### src/rtl/hi_low_game_if.sv
// rtl/hi_low_game_if.sv - player-side signal bundle for the hi/low guessing game
interface hi_low_game_if #(
    parameter int WIDTH = 4
);
    logic [WIDTH-1:0] seed;
    logic             new_game;
    logic [WIDTH-1:0] guess;
    logic             guess_valid;
    logic             playing;
    logic             hi;
    logic             lo;
    logic             win;
    logic             lose;
    logic [3:0]       guesses_left;
    logic [WIDTH-1:0] rand_num;

    modport master (
        output seed, new_game, guess, guess_valid,
        input  playing, hi, lo, win, lose, guesses_left, rand_num
    );

    modport slave (
        input  seed, new_game, guess, guess_valid,
        output playing, hi, lo, win, lose, guesses_left, rand_num
    );
endinterface

### src/rtl/hi_low_game.sv
// rtl/hi_low_game.sv - LFSR-seeded hi/low guessing game with registered outputs
module hi_low_game #(
    parameter int               WIDTH       = 4,
    parameter int               MAX_GUESSES = 4,
    parameter logic [WIDTH-1:0] TAPS        = WIDTH'(4'b1100)
) (
    input logic          clk,
    input logic          reset,
    hi_low_game_if.slave bus
);
    typedef enum logic [2:0] {IDLE, SEED, PLAY, WIN, LOSE} state_t;

    localparam logic [WIDTH-1:0] ALL_ONES  = '1;
    localparam logic [3:0]       FULL_LEFT = 4'(MAX_GUESSES);

    state_t           state_q, state_d;
    logic [WIDTH-1:0] lfsr_q, lfsr_d;
    logic             playing_q, playing_d;
    logic             hi_q, hi_d;
    logic             lo_q, lo_d;
    logic             win_q, win_d;
    logic             lose_q, lose_d;
    logic [3:0]       left_q, left_d;
    logic [WIDTH-1:0] rand_q, rand_d;

    always_ff @(posedge clk or posedge reset) begin
        if (reset) begin
            state_q   <= IDLE;
            lfsr_q    <= ALL_ONES;
            playing_q <= 1'b0;
            hi_q      <= 1'b0;
            lo_q      <= 1'b0;
            win_q     <= 1'b0;
            lose_q    <= 1'b0;
            left_q    <= 4'd0;
            rand_q    <= '0;
        end else begin
            state_q   <= state_d;
            lfsr_q    <= lfsr_d;
            playing_q <= playing_d;
            hi_q      <= hi_d;
            lo_q      <= lo_d;
            win_q     <= win_d;
            lose_q    <= lose_d;
            left_q    <= left_d;
            rand_q    <= rand_d;
        end
    end

    always_comb begin
        state_d   = state_q;
        lfsr_d    = lfsr_q;
        playing_d = playing_q;
        hi_d      = hi_q;
        lo_d      = lo_q;
        win_d     = win_q;
        lose_d    = lose_q;
        left_d    = left_q;
        rand_d    = rand_q;

        // A new game wins over everything, including a guess in the same cycle.
        if (bus.new_game) begin
            state_d   = SEED;
            lfsr_d    = (bus.seed == '0) ? ALL_ONES : bus.seed;
            playing_d = 1'b0;
            hi_d      = 1'b0;
            lo_d      = 1'b0;
            win_d     = 1'b0;
            lose_d    = 1'b0;
            left_d    = 4'd0;
            rand_d    = '0;
        end else begin
            case (state_q)
                SEED: begin
                    lfsr_d    = {lfsr_q[WIDTH-2:0], ^(lfsr_q & TAPS)};
                    state_d   = PLAY;
                    playing_d = 1'b1;
                    left_d    = FULL_LEFT;
                    hi_d      = 1'b0;
                    lo_d      = 1'b0;
                    win_d     = 1'b0;
                    lose_d    = 1'b0;
                end
                PLAY: begin
                    if (bus.guess_valid) begin
                        if (bus.guess == lfsr_q) begin
                            state_d   = WIN;
                            playing_d = 1'b0;
                            win_d     = 1'b1;
                            hi_d      = 1'b0;
                            lo_d      = 1'b0;
                            rand_d    = lfsr_q;
                        end else begin
                            hi_d = (bus.guess > lfsr_q);
                            lo_d = (bus.guess < lfsr_q);
                            if (left_q == 4'd1) begin
                                state_d   = LOSE;
                                playing_d = 1'b0;
                                lose_d    = 1'b1;
                                left_d    = 4'd0;
                                rand_d    = lfsr_q;
                            end else begin
                                left_d = left_q - 4'd1;
                            end
                        end
                    end
                end
                default: ;
            endcase
        end
    end

    assign bus.playing      = playing_q;
    assign bus.hi           = hi_q;
    assign bus.lo           = lo_q;
    assign bus.win          = win_q;
    assign bus.lose         = lose_q;
    assign bus.guesses_left = left_q;
    assign bus.rand_num     = rand_q;
endmodule
### src/flat_wrapper.sv
// flat-port wrapper written by rule: the top's interface ports become plain ports
module hi_low_game_flat 
#(
    parameter int               WIDTH       = 4,
    parameter int               MAX_GUESSES = 4,
    parameter logic [WIDTH-1:0] TAPS        = WIDTH'(4'b1100)
)
  (clk, reset, bus_seed, bus_new_game, bus_guess, bus_guess_valid, bus_playing, bus_hi, bus_lo, bus_win, bus_lose, bus_guesses_left, bus_rand_num);
  hi_low_game_if #(.WIDTH(WIDTH)) bus_i ();
  input logic clk;
  input logic reset;
  input wire logic [$bits(bus_i.seed)-1:0] bus_seed;
  input wire logic [$bits(bus_i.new_game)-1:0] bus_new_game;
  input wire logic [$bits(bus_i.guess)-1:0] bus_guess;
  input wire logic [$bits(bus_i.guess_valid)-1:0] bus_guess_valid;
  output wire logic [$bits(bus_i.playing)-1:0] bus_playing;
  output wire logic [$bits(bus_i.hi)-1:0] bus_hi;
  output wire logic [$bits(bus_i.lo)-1:0] bus_lo;
  output wire logic [$bits(bus_i.win)-1:0] bus_win;
  output wire logic [$bits(bus_i.lose)-1:0] bus_lose;
  output wire logic [$bits(bus_i.guesses_left)-1:0] bus_guesses_left;
  output wire logic [$bits(bus_i.rand_num)-1:0] bus_rand_num;
  assign bus_i.seed = bus_seed;
  assign bus_i.new_game = bus_new_game;
  assign bus_i.guess = bus_guess;
  assign bus_i.guess_valid = bus_guess_valid;
  assign bus_playing = bus_i.playing;
  assign bus_hi = bus_i.hi;
  assign bus_lo = bus_i.lo;
  assign bus_win = bus_i.win;
  assign bus_lose = bus_i.lose;
  assign bus_guesses_left = bus_i.guesses_left;
  assign bus_rand_num = bus_i.rand_num;
  hi_low_game #(.WIDTH(WIDTH), .MAX_GUESSES(MAX_GUESSES), .TAPS(TAPS)) u_core (.clk(clk), .reset(reset), .bus(bus_i));
endmodule
### config.mk
export PLATFORM = sky130hd
export DESIGN_NAME = hi_low_game_flat
export DESIGN_NICKNAME = d
export VERILOG_FILES = /design/src/rtl/hi_low_game_if.sv /design/src/rtl/hi_low_game.sv /design/src/flat_wrapper.sv
export SDC_FILE = /design/constraint.sdc
export NUM_CORES = 1
export LEC_CHECK = 0
export ABC_AREA = 1
export ABC_CLOCK_PERIOD_IN_PS = 1400
export CORE_MARGIN = 3
export CORE_UTILIZATION = 46
export CTS_CLUSTER_SIZE = 40
export DETAILED_ROUTE_END_ITERATION = 16
export PLACE_DENSITY = 0.71
export SYNTH_ARGS = -nofsm -noshare
export SYNTH_HDL_FRONTEND = slang
export SYNTH_SLANG_ARGS = --single-unit
### constraint.sdc
create_clock -name clk -period 1.4 [get_ports clk]
set_input_delay 0.28 -clock clk [delete_from_list [all_inputs] [get_ports clk]]
set_output_delay 0.28 -clock clk [all_outputs]
set_load 0.005 [all_outputs]
==> results.sh, run 1 <==
export IMPL_die_h_um=59.4
export IMPL_mostFrequentLayoutCells="nand2_1, buf_4, inv_1, nand3_1, dfrtp_1"
export IMPL_path_depth=9
export IMPL_slew_viol_final=0
export IMPL_p_leak_uw=0.00105
export IMPL_wl_met1_mm=1.42
export IMPL_finalCriticalPeriod_ns=1.49
export IMPL_crit_family="flip-flops"
export IMPL_dieArea_mm2=0.00353
export IMPL_powerDensity_mw_per_mm2=1760
export IMPL_synth_warnings=0
export IMPL_endpoint="u_core.bus.rand_num[3]"
export IMPL_grt_max_degree=21
export IMPL_die_w_um=59.4
export IMPL_endpoint_kind="flip-flop"
export IMPL_reg2regPathDepth=9
export IMPL_antenna_cells=0
export IMPL_crit_type="reg2reg"
export IMPL_fmax_ghz=0.671
export IMPL_slew_headroom_pct=82.7
export IMPL_tightest_slew_ns=0.260
export IMPL_outcome="complete, but fails checks"
export IMPL_crit_fanout=5
export IMPL_crit_buf_inv=2
export IMPL_hold_viol=0
export IMPL_power_internal_uw=1840
export IMPL_drc=0
export IMPL_hold_worst_slack_ns=0.285
export IMPL_start_util_pct=50.7
export IMPL_max_cap_violations=0
export IMPL_power_frac_comb_pct=59.6
export IMPL_wl_per_cell_um=12.3
export IMPL_drtIter0Drc=36
export IMPL_skew_ns=0.00618
export IMPL_r2r_end="u_core.bus.rand_num[3]"
export IMPL_ir_drop_uv=1280
export IMPL_hold_path_class="in2async"
export IMPL_grt_pass1_wl_mm=5.46
export IMPL_antenna_found_initial=0
export IMPL_violations="setup timing"
export IMPL_netSwitchingPower_uw=1480
export IMPL_worstSetupStartpoint="u_core.lfsr_q[1]"
export IMPL_drt_first_pass_iters=4
export IMPL_root_buffer="clkbuf_4"
export IMPL_cts_buffer_depth=2
export IMPL_vias=1282
export IMPL_grt_overflow=0
export IMPL_h_tree_depth=1
export IMPL_vias_per_cell=4.99
export IMPL_regToRegSetupSlack_ns=-0.09
export IMPL_postPlaceCellArea_mm2=0.00174
export IMPL_p_clk_share_pct=10.4
export IMPL_setup_viol=16
export IMPL_track_usage_pct=20.5
export IMPL_rows=18
export IMPL_slowest_delay_ns=0.56
export IMPL_grt_pass1_vias=1226
export IMPL_design_area_mm2=0.00188
export IMPL_wl_met3_um=105
export IMPL_tritoncts_num_buffers=3
export IMPL_io_buffer_count=24
export IMPL_layout_setup_ws_ns=-0.0895
export IMPL_routed_wl_mm=3.17
export IMPL_swShare_pct=44.5
export IMPL_layout_commonest_cell="nand2_1"
export IMPL_wl_met2_mm=1.59
export IMPL_cts_sinks=20
export IMPL_maxUsedRoutingLayer="met4"
export IMPL_area_delta_synth_final_pct=43.4
export IMPL_worstPathRequired_ns=1.61
export IMPL_drive_above_1_share_pct=31.7
export IMPL_core_area_mm2=0.00259
export IMPL_ys_seq_elements=20
export IMPL_synthesis_area_mm2=0.00131
export IMPL_nets=246
export IMPL_startpoint_type="flip-flop"
export IMPL_cp_cell_sequence="inv_2 > ha_4 > nand2_4 > inv_2 > nand2_4 > nand2_4 > nand2_4 > nand2_2 > nand2_2"
export IMPL_cts_tree="yes"
export IMPL_ant_nets=0
export IMPL_crit_path_frequent_cell="nand2_4"
export IMPL_setup_tns_final_ns=-0.856
export IMPL_syn_inst=181
export IMPL_synth_area_per_cell_um2=7.25
export IMPL_finalPower_uw=3320
export IMPL_place_congestion=0.857
export IMPL_dp_hpwl_mm=2.41
export IMPL_ys_seq_area_share_pct=38.5
export IMPL_cp_data_arrival_time_ns=1.70
export IMPL_cp_slowest_cell="dfstp_2"
export IMPL_synth_cell_types=23
export IMPL_synth_fp_nets=199
export IMPL_rsz0062_at_grt="yes"
export IMPL_reg2reg_from="u_core.lfsr_q[1]"
export IMPL_p_seq_share_pct=30.0
export IMPL_clk_latency_ns=0.30
export IMPL_path_clk_slew_ns=0.12
export IMPL_fin_crit_sh_pct=106
export IMPL_io_pins=25
-- cell type report --
| type | instances | area (µm²) |
|---|---|---|
| repair buffers | 45 | 384 |
| well taps | 30 | 37.5 |
| multi-input cells | 131 | 817 |
| flip-flops and latches | 20 | 505 |
| clock buffers | 4 | 36.3 |
| inverters | 27 | 101 |
| fillers | 206 | 708 |
-- registers in the layout, summed over array words and instances, names as in the netlist --
name / flops
u_core.bus.rand_num: 4
u_core.bus.playing: 1
u_core.lfsr_q: 4
u_core.bus.hi: 1
u_core.bus.guesses_left: 4
u_core.bus.win: 1
u_core.state_q: 3
u_core.bus.lose: 1
u_core.bus.lo: 1
-- power groups by stage --
stage / logic (µW) / clock network (µW) / registers (µW)
after floorplan: 1140 / 0 / 1010
after global routing: 2220 / 384 / 1030
after global placement: 1750 / 0 / 1000
final: 1980 / 345 / 995
after CTS: 1910 / 356 / 986
after detailed placement: 1800 / 0 / 1010
-- timing repair --
action                     in CTS  in global routing
hold buffers                    0                  0
pin swaps                      16                  5
buffers inserted                6                  0
gates resized for setup        28                 10
gates cloned                    0                  0
setup endpoints to repair      29                 18
hold endpoints to repair        0                  0
-- per-layer routing --
layer  GRT usage (%)  vias up
met1            26.8      601
met4            8.74        0
met3            3.49        6
li1                -      655
met5               0        -
met2            33.2       20
-- worst min-delay path by stage --
stage	from	slack, ns	endpoint
after floorplan	reset	0.24	u_core.bus.guesses_left[0]
after global placement	u_core.bus.rand_num[3]	0.46	u_core.bus.rand_num[3]
after global routing	reset	0.30	u_core.bus.lose
after detailed placement	u_core.bus.win	0.46	u_core.bus.win
final	reset	0.28	u_core.state_q[1]
after CTS	reset	0.29	u_core.bus.playing
-- kinds of logic (layout without fill, tap and decap cells) --
logic type | Yosys count | in the layout | synth area share [%]
AND/OR/NAND/NOR | 116 | 116 | 41.1
buffers and inverters | 30 | 76 | 9.72
adder cells (fa/ha/maj) | 6 | 6 | 5.72
AO/OA/AOI/OAI | 9 | 9 | 4.96
flip-flops | 20 | 20 | 38.5
-- synthesized netlist by cell type, drive strengths merged --
| cell | n | share of area, % |
|---|---|---|
| dfstp | 4 | 8.0 |
| dfrtp | 16 | 31 |
| ha | 6 | 5.7 |
| o21ai | 4 | 1.8 |
| nand4 | 2 | 0.95 |
| inv | 27 | 7.7 |
| nand3 | 25 | 11 |
| buf | 3 | 2.0 |
| a21oi | 3 | 2.0 |
| and2 | 1 | 0.67 |
| o211ai | 2 | 1.1 |
| nor2 | 17 | 6.2 |
| nand2 | 71 | 22 |
-- through the flow --
stage,setup slack [ns],utilization [%],cells
3_3_place_gp,-0.357,67.2,247
6_report,-0.0895,72.7,257
5_1_grt,-0.160,72.7,257
4_1_cts,-0.0691,71.7,257
3_5_place_dp,-0.392,67.2,247
2_1_floorplan,0.00755,-,181
-- tightest hold or removal path, stage by stage --
cell	delay, ns
clkdlybuf4s50_1	0.40
inv_1	0.05
buf_4	0.26
(Power assumes the default switching activity.)
==> inputs of run 2 (changes only) <==
ABC_CLOCK_PERIOD_IN_PS = 1200   (was 1400)
clock period = 1.2 ns   (was 1.4 ns; I/O delays follow)
==> run 2 against run 1 <==
The flow still finishes with violations (setup timing). Wire length grew 19%. Sequential cell count is the same. Combinational power grew 44%. Critical path depth is the same. Critical endpoint is now u_core.bus.playing. Highest routed layer unchanged.
==> results.sh, run 2 (same netlist as run 1, synthesis figures left out) <==
export IMPL_outcome="complete, but fails checks"
export IMPL_violations="setup timing"
export IMPL_area_delta_synth_final_pct=54.1
export IMPL_worstPathRequired_ns=1.40
export IMPL_hold_path_class="in2async"
export IMPL_powerDensity_mw_per_mm2=2160
export IMPL_wl_per_cell_um=14.0
export IMPL_io_pins=25
export IMPL_dp_hpwl_mm=2.67
export IMPL_start_util_pct=50.7
export IMPL_grt_max_degree=21
export IMPL_grt_pass1_vias=1406
export IMPL_fmax_ghz=0.665
export IMPL_antenna_cells=0
export IMPL_drive_above_1_share_pct=40.0
export IMPL_die_h_um=59.4
export IMPL_root_buffer="clkbuf_4"
export IMPL_startpoint_type="flip-flop"
export IMPL_nets=259
export IMPL_finalCriticalPeriod_ns=1.50
export IMPL_layout_setup_ws_ns=-0.303
export IMPL_slowest_delay_ns=0.55
export IMPL_dieArea_mm2=0.00353
export IMPL_rsz0062_at_grt="yes"
export IMPL_slew_headroom_pct=80.6
export IMPL_hold_viol=0
export IMPL_tightest_slew_ns=0.290
export IMPL_vias_per_cell=5.12
export IMPL_cp_slowest_cell="dfstp_2"
export IMPL_cp_cell_sequence="inv_2 > ha_4 > nand2_4 > inv_4 > nand2_8 > nand3_2 > nand2_1 > nand2_1 > nand2_1"
export IMPL_drtIter0Drc=50
export IMPL_max_cap_violations=0
export IMPL_setup_viol=17
export IMPL_tritoncts_num_buffers=3
export IMPL_crit_type="reg2reg"
export IMPL_h_tree_depth=1
export IMPL_design_area_mm2=0.00202
export IMPL_routed_wl_mm=3.77
export IMPL_cts_buffer_depth=2
export IMPL_postCtsHoldBufs=0
export IMPL_track_usage_pct=23.2
export IMPL_nFillCells=184
export IMPL_skew_ns=0.0168
export IMPL_cts_sinks=20
export IMPL_ant_nets=0
export IMPL_fin_crit_sh_pct=125
export IMPL_ir_drop_uv=1580
export IMPL_crit_path_frequent_cell="nand2_1"
export IMPL_vias=1382
export IMPL_clk_latency_ns=0.31
export IMPL_place_congestion=0.823
export IMPL_slew_viol_final=0
export IMPL_layout_commonest_cell="nand2_1"
export IMPL_antenna_found_initial=0
export IMPL_core_area_mm2=0.00259
export IMPL_drt_first_pass_iters=5
export IMPL_io_buffer_count=24
export IMPL_grt_pass1_wl_mm=6.20
export IMPL_crit_fanout=5
export IMPL_p_leak_uw=0.00108
export IMPL_endpoint_kind="flip-flop"
export IMPL_drc=0
export IMPL_grt_overflow=0
export IMPL_cts_tree="yes"
export IMPL_rows=18
export IMPL_cp_data_arrival_time_ns=1.70
export IMPL_mostFrequentLayoutCells="nand2_1, buf_4, inv_1, nand3_1, dfrtp_1"
export IMPL_path_clk_slew_ns=0.13
export IMPL_die_w_um=59.4
export IMPL_postPlaceCellArea_mm2=0.00185
export IMPL_hold_worst_slack_ns=0.231
## run 2: cell count changes in the layout (fill, tap and decap cells not counted), moves of 4 or more
cell | previous run | this run
clkdlybuf4s15_1 | 2 | 6
buf_4 | 21 | 30
clkbuf_2 | 0 | 4
buf_6 | 0 | 6
dlygate4sd2_1 | 11 | 0
## run 2: where the power goes
part | total, µW | leakage (µW) | switching, µW | internal (µW)
registers | 1180 | 0.000253 | 205 | 974
clock network | 341 | 0.0000150 | 212 | 129
logic | 2850 | 0.000807 | 1550 | 1300
## run 2: stage by stage
stage / worst slack (ns) / instances / utilization, % / power [µW] / setup TNS [ns]
final: -0.303 / 270 / 78.1 / 4370 / -4.38
after global routing: -0.362 / 270 / 78.1 / 4700 / -5.52
after CTS: -0.265 / 265 / 74.9 / 4070 / -4.07
after detailed placement: -0.477 / 257 / 71.4 / 3620 / -7.70
after global placement: -0.445 / 257 / 71.4 / 3530 / -7.26
after floorplan: -0.155 / 181 / - / 2610 / -2.27
## run 2: path summary, 6_finish.rpt
kind / start / endpoint / slack [ns] / cells past startpoint
max reg2reg: u_core.lfsr_q[1] / u_core.bus.playing / -0.30 / 9
min in group clk: u_core.bus.win / u_core.bus.win / 0.48 / 2
min reg2reg: u_core.bus.win / u_core.bus.win / 0.48 / 2
max: u_core.lfsr_q[1] / u_core.bus.playing / -0.30 / 9
min: reset / u_core.bus.lo / 0.23 / 3
max in group asynchronous: reset / u_core.lfsr_q[3] / 0.73 / 3
## run 2: area by class of cell
| class | count | area (µm²) | area share [%] |
|---|---|---|---|
| Multi-Input combinational cell | 131 | 841 | 41.6 |
| Clock buffer | 4 | 26.3 | 1.30 |
| Inverter | 27 | 109 | 5.38 |
| Tap cell | 30 | 37.5 | 1.86 |
| Timing Repair Buffer | 58 | 503 | 24.9 |
| Sequential cell | 20 | 507 | 25.0 |
## run 2: layer usage
metal | vias to the layer above | wire length, µm | track usage [%]
li1 | 679 | - | -
met1 | 659 | 1740 | 31.4
met2 | 36 | 1790 | 35.7
met3 | 8 | 150 | 5.23
met4 | 0 | 95 | 8.74
met5 | - | 0 | 0
## run 2: critical path: cells and delay by family, from the launching register on
family,cells,cell delay (ns)
adder cells (fa/ha/maj),1,0.28
flip-flops,1,0.55
AND/OR/NAND/NOR,6,0.42
buffers and inverters,2,0.14
## run 2: what timing repair did
action                                  in CTS  in global routing
cloned                                       0                  0
pin swaps                                    7                  7
setup buffers                                4                  6
resized for setup                           40                 27
endpoints found under the setup margin      30                 28
